**src/rtl/bsa_sched_pkg.sv**
```systemverilog
// rtl/bsa_sched_pkg.sv - shared types and helpers for the binary-search scheduler
package bsa_sched_pkg;

    typedef enum logic [1:0] {
        S_IDLE  = 2'd0,
        S_START = 2'd1,
        S_WAIT  = 2'd2,
        S_RESP  = 2'd3
    } state_e;

    // Result flags; the match address lives beside it because its width is a top-level parameter.
    typedef struct packed {
        logic found;
        logic timeout;
    } result_t;

    function automatic int cnt_width(input int cycles);
        return (cycles > 1) ? $clog2(cycles) : 1;
    endfunction

endpackage

```
**src/rtl/rr_arbiter.sv**
```systemverilog
// rtl/rr_arbiter.sv - combinational round-robin pick, searching upward from ptr with wrap
module rr_arbiter #(
    parameter int NUM_REQ = 2,
    parameter int IDX_W   = $clog2(NUM_REQ)
) (
    input  logic [NUM_REQ-1:0] req_i,
    input  logic [IDX_W-1:0]   ptr_i,
    output logic [NUM_REQ-1:0] gnt_o,
    output logic [IDX_W-1:0]   idx_o
);

    logic             hit;
    int               pos;
    logic [IDX_W-1:0] cand;

    always_comb begin
        gnt_o = '0;
        idx_o = '0;
        hit   = 1'b0;
        pos   = 0;
        cand  = '0;
        for (int i = 0; i < NUM_REQ; i++) begin
            pos = int'(ptr_i) + i;
            if (pos >= NUM_REQ) begin
                pos = pos - NUM_REQ;
            end
            cand = IDX_W'(pos);
            if (!hit && req_i[cand]) begin
                hit         = 1'b1;
                gnt_o[cand] = 1'b1;
                idx_o       = cand;
            end
        end
    end

endmodule

```
**src/rtl/bsa_search_scheduler.sv**
```systemverilog
// rtl/bsa_search_scheduler.sv - shares one binary-search engine between NUM_REQ requesters
module bsa_search_scheduler
    import bsa_sched_pkg::*;
#(
    parameter int NUM_REQ        = 2,
    parameter int DATA_W         = 8,
    parameter int ADDR_W         = 5,
    parameter int TIMEOUT_CYCLES = 64
) (
    input  logic                      clk_i,
    input  logic                      rst_ni,
    input  logic [NUM_REQ-1:0]        req_valid_i,
    input  logic [NUM_REQ*DATA_W-1:0] req_target_i,
    output logic [NUM_REQ-1:0]        req_ready_o,
    output logic [NUM_REQ-1:0]        rsp_valid_o,
    output logic                      rsp_found_o,
    output logic                      rsp_timeout_o,
    output logic [ADDR_W-1:0]         rsp_addr_o,
    input  logic [NUM_REQ-1:0]        rsp_ready_i,
    output logic                      eng_start_o,
    output logic [DATA_W-1:0]         eng_target_o,
    input  logic                      eng_found_i,
    input  logic                      eng_not_found_i,
    input  logic [ADDR_W-1:0]         eng_addr_i,
    output logic                      busy_o
);

    localparam int IDX_W = $clog2(NUM_REQ);
    localparam int CNT_W = cnt_width(TIMEOUT_CYCLES);
    localparam logic [CNT_W-1:0] CNT_LAST = CNT_W'(TIMEOUT_CYCLES - 1);
    localparam logic [IDX_W-1:0] IDX_LAST = IDX_W'(NUM_REQ - 1);

    state_e            state_q, state_d;
    logic [IDX_W-1:0]  ptr_q, ptr_d;
    logic [IDX_W-1:0]  grant_q, grant_d;
    logic [DATA_W-1:0] target_q, target_d;
    logic [CNT_W-1:0]  cnt_q, cnt_d;
    result_t           res_q, res_d;
    logic [ADDR_W-1:0] addr_q, addr_d;

    logic [NUM_REQ-1:0] arb_gnt;
    logic [IDX_W-1:0]   arb_idx;

    rr_arbiter #(
        .NUM_REQ (NUM_REQ),
        .IDX_W   (IDX_W)
    ) u_arb (
        .req_i (req_valid_i),
        .ptr_i (ptr_q),
        .gnt_o (arb_gnt),
        .idx_o (arb_idx)
    );

    always_comb begin
        state_d     = state_q;
        ptr_d       = ptr_q;
        grant_d     = grant_q;
        target_d    = target_q;
        cnt_d       = cnt_q;
        res_d       = res_q;
        addr_d      = addr_q;
        req_ready_o = '0;
        rsp_valid_o = '0;
        eng_start_o = 1'b0;

        case (state_q)
            S_IDLE: begin
                req_ready_o = arb_gnt;
                if (|arb_gnt) begin
                    target_d = req_target_i[arb_idx*DATA_W +: DATA_W];
                    grant_d  = arb_idx;
                    state_d  = S_START;
                end
            end
            S_START: begin
                // Engine flags seen here belong to the previous job.
                eng_start_o = 1'b1;
                cnt_d       = '0;
                state_d     = S_WAIT;
            end
            S_WAIT: begin
                cnt_d = cnt_q + 1'b1;
                if (eng_found_i) begin
                    res_d   = '{found: 1'b1, timeout: 1'b0};
                    addr_d  = eng_addr_i;
                    state_d = S_RESP;
                end else if (eng_not_found_i) begin
                    res_d   = '{found: 1'b0, timeout: 1'b0};
                    addr_d  = '0;
                    state_d = S_RESP;
                end else if (cnt_q == CNT_LAST) begin
                    res_d   = '{found: 1'b0, timeout: 1'b1};
                    addr_d  = '0;
                    state_d = S_RESP;
                end
            end
            S_RESP: begin
                rsp_valid_o[grant_q] = 1'b1;
                if (rsp_ready_i[grant_q]) begin
                    ptr_d   = (grant_q == IDX_LAST) ? '0 : grant_q + 1'b1;
                    res_d   = '0;
                    addr_d  = '0;
                    state_d = S_IDLE;
                end
            end
            default: begin
                state_d = S_IDLE;
            end
        endcase
    end

    always_ff @(posedge clk_i or negedge rst_ni) begin
        if (!rst_ni) begin
            state_q  <= S_IDLE;
            ptr_q    <= '0;
            grant_q  <= '0;
            target_q <= '0;
            cnt_q    <= '0;
            res_q    <= '0;
            addr_q   <= '0;
        end else begin
            state_q  <= state_d;
            ptr_q    <= ptr_d;
            grant_q  <= grant_d;
            target_q <= target_d;
            cnt_q    <= cnt_d;
            res_q    <= res_d;
            addr_q   <= addr_d;
        end
    end

    assign rsp_found_o   = res_q.found;
    assign rsp_timeout_o = res_q.timeout;
    assign rsp_addr_o    = addr_q;
    assign eng_target_o  = target_q;
    assign busy_o        = (state_q != S_IDLE);

endmodule
```
**config.mk**
```make
export PLATFORM = sky130hd
export DESIGN_NAME = bsa_search_scheduler
export DESIGN_NICKNAME = d
export VERILOG_FILES = /design/src/rtl/bsa_sched_pkg.sv /design/src/rtl/rr_arbiter.sv /design/src/rtl/bsa_search_scheduler.sv
export SDC_FILE = /design/constraint.sdc
export NUM_CORES = 1
export LEC_CHECK = 0
export ABC_AREA = 1
export BUFFER_PORTS_ARGS = -buffer_cell sky130_fd_sc_hd__buf_4
export CORE_ASPECT_RATIO = 0.6
export CORE_MARGIN = 2
export CORE_UTILIZATION = 35
export CTS_CLUSTER_DIAMETER = 50
export CTS_CLUSTER_SIZE = 30
export DETAILED_ROUTE_END_ITERATION = 10
export PLACE_DENSITY = 0.63
export SETUP_SLACK_MARGIN = 0.1
export SLEW_MARGIN = 20
export SYNTH_ARGS = -nofsm -noshare
export SYNTH_HDL_FRONTEND = slang
export SYNTH_SLANG_ARGS = --single-unit
export TNS_END_PERCENT = 1
```
**constraint.sdc**
```tcl
create_clock -name clk_i -period 1.94 [get_ports clk_i]
set_input_delay 0.194 -clock clk_i [delete_from_list [all_inputs] [get_ports clk_i]]
set_output_delay 0.194 -clock clk_i [all_outputs]
set_load 0.01 [all_outputs]
```
==> results.json <==
{
  "routed_wl_um": 3380,
  "die_area_um2": 4390,
  "first_global_vias": 1082,
  "place_ws_ns": 0.226,
  "antenna_left": 0,
  "synth-simple-area-share_pct": 30.7,
  "final_common_cell": "buf_4",
  "final_area_um2": 1800,
  "internal-power_mw": 1.42,
  "power_mw": 2.48,
  "combPwrFrac_pct": 52.6,
  "via_count": 1265,
  "worstRegToRegCells": 8,
  "syn-cell-area_um2": 1350,
  "worst_pin_slew_ns": 0.489,
  "maxCapViolations": 0,
  "synth.area.mux_share_pct": 0,
  "fin_hold_ws_ns": 0.169,
  "cts-buffers-inserted": 3,
  "yosys_warnings": 0,
  "die_h_um": 52.2,
  "grt_antenna_before_repair": 0,
  "placed_area_um2": 1740,
  "p_switching_mw": 1.06,
  "cp.required_ns": 1.75,
  "coreArea_um2": 3680,
  "grt_max_degree": 26,
  "grtUsageMet3_pct": 4.76,
  "fin_worst_skew_ns": 0.0102,
  "finalCritPeriodShare_pct": 86.8,
  "yosysUniqueCellTypes": 24,
  "fin_util_pct": 48.9,
  "power_frac_seq_pct": 34.6,
  "gp_congestion": 0.793,
  "met2_usage_pct": 21.7,
  "placed_cells": 261,
  "die_width_um": 84.3,
  "dp_hpwl_um": 2560,
  "cts_tree": "yes",
  "port_buffers": 49,
  "powerDensity_nw_per_um2": 1370,
  "htree_levels": 1,
  "crit_path_max_fanout": 10,
  "nNetsFinal": 255,
  "path_cells": "ha_1 > inv_1 > nor2_1 > buf_4",
  "start_kind": "flip-flop",
  "row_count": 17,
  "end_kind": "output port",
  "post_drt_via_cell_ratio": 4.76,
  "drcViolationCount": 0,
  "ir_worst_vdd_uv": 539,
  "yosysSeqAreaShare_pct": 46.3,
  "finalHoldViolCount": 0,
  "slowest_delay_ns": 0.41,
  "cts_sinks": 25,
  "io_pins": 50,
  "drive_above_1_share_pct": 28.3,
  "fmax_mhz": 594,
  "path_class": "flip-flop to output port",
  "clk_pin_slew_ns": 0.09,
  "num_antenna_cells": 0,
  "critPathArrivalTime_ns": 1.49,
  "root_buffer": "clkbuf_8",
  "crit_slowest_cell": "dfrtp_1",
  "post-route-min-period_ns": 1.68,
  "synthCells": 170,
  "syn_area_per_cell_um2": 7.96,
  "hp-class": "input pin to flip-flop",
  "p_leak_nw": 0.956,
  "whs_path_depth": 3,
  "clock_latency_ns": 0.28,
  "busiest_layer": "met1",
  "drv_slew": 0,
  "clkPwrFrac_pct": 12.8,
  "finalSetupViolCount": 0,
  "wire_per_inst_um": 12.7,
  "track_usage_pct": 15.8,
  "synth_compound_area_share_pct": 9.99,
  "overflow": 0,
  "slew_headroom_pct": 67.4,
  "syn-num-nets": 205,
  "status": "completed",
  "synth_top_family_by_area": "simple AND/OR/NAND/NOR gates",
  "layout_common_cells": "buf_4, nand2_1, dfrtp_1",
  "synth-adder-area-share_pct": 5.55,
  "finalNonFillerCells": 266,
  "netSwitchingFraction_pct": 42.8,
  "firstDrtPassIters": 4,
  "layout_setup_ws_ns": 0.256,
  "area_growth_pct": 33.1,
  "post_cts_buffers": 0,
  "tns_ns": 0,
  "dr.first_iter.drc_count": 76,
  "grt_use_met1_pct": 24.1,
  "synth_seq_cells": 25,
  "grt_first_pass_wirelength_um": 5360,
  "rsz0062_at_grt": "false",
  "synth_xor_xnor_area_share_pct": 0,
  "clockBufferDepth": 2,
  "initial_core_util_pct": 36.8
}
## critical path, delay by kind of cell, from the launching register on
family | cells | cell delay, ns
adders and majority gates | 1 | 0.39
and+or+nand+nor | 1 | 0.14
buffers and inverters | 2 | 0.28
DFF | 1 | 0.41
## final timing paths
kind / from / to / slack [ns]
max reg2reg: state_q[0]$_DFFE_PN0P_ / rsp_addr_o[3]$_DFFE_PN0P_ / 0.30
min reg2reg: rsp_addr_o[2]$_DFFE_PN0P_ / rsp_addr_o[2]$_DFFE_PN0P_ / 0.48
max: state_q[0]$_DFFE_PN0P_ / rsp_valid_o[0] / 0.26
min: req_target_i[6] / eng_target_o[6]$_DFFE_PN0P_ / 0.17
max in group asynchronous: rst_ni / state_q[0]$_DFFE_PN0P_ / 1.34
min in group asynchronous: rst_ni / rsp_addr_o[1]$_DFFE_PN0P_ / 0.35
## cells in the mapped netlist, drive strengths merged
master / instances / area, um^2
nand2: 48 / 185
dfrtp: 25 / 626
nand3: 22 / 110
nor2: 20 / 75.1
inv: 15 / 56.3
a31oi: 8 / 50.1
a21oi: 7 / 46.3
ha: 6 / 75.1
buf: 5 / 40.0
nor3: 3 / 20.0
o21ai: 3 / 18.8
nand4: 2 / 12.5
o22ai: 2 / 12.5
a211oi: 1 / 7.51
and3: 1 / 6.26
clkbuf: 1 / 5.00
or2: 1 / 6.26
## power groups by stage
stage | registers, mW | clock network, mW | logic [mW]
after detailed placement | 0.867 | 0 | 1.30
after CTS | 0.856 | 0.334 | 1.31
after floorplan | 0.906 | 0 | 0.772
after global routing | 0.886 | 0.359 | 1.47
after global placement | 0.861 | 0 | 1.29
final | 0.856 | 0.317 | 1.30
## routing by layer
| layer | up-vias | routed length, um |
|---|---|---|
| met4 | 0 | 18 |
| met3 | 3 | 184 |
| li1 | 659 | - |
| met5 | - | 0 |
| met2 | 26 | 1370 |
| met1 | 577 | 1810 |
## cell families after synthesis
group | count (synthesis)
AO/OA/AOI/OAI | 21
AND/OR/NAND/NOR | 97
buffers and inverters | 21
flip-flops | 25
adder cells (fa/ha/maj) | 6
## flip-flops by register name, indices dropped and copies added, names as in the netlist
signal and cells:
eng_target_o 8, cnt_q 6, rsp_addr_o 5, state_q 2, grant_q 1, ptr_q 1, rsp_found_o 1, rsp_timeout_o 1
## layout make-up
type	count	area, um^2
Fill cell	382	1880
Multi-Input combinational cell	124	628
Sequential cell	25	626
Tap cell	47	58.8
Inverter	15	56.3
Clock buffer	3	41.3
Timing Repair Buffer	51	385
Clock inverter	1	5.00
## timing repair
action	in CTS	in global routing
endpoints found under the setup margin	0	7
endpoints found under the hold margin	25	0
resized for setup	0	1
hold buffers	1	0
Note: power is estimated with default switching activity, not from simulation.
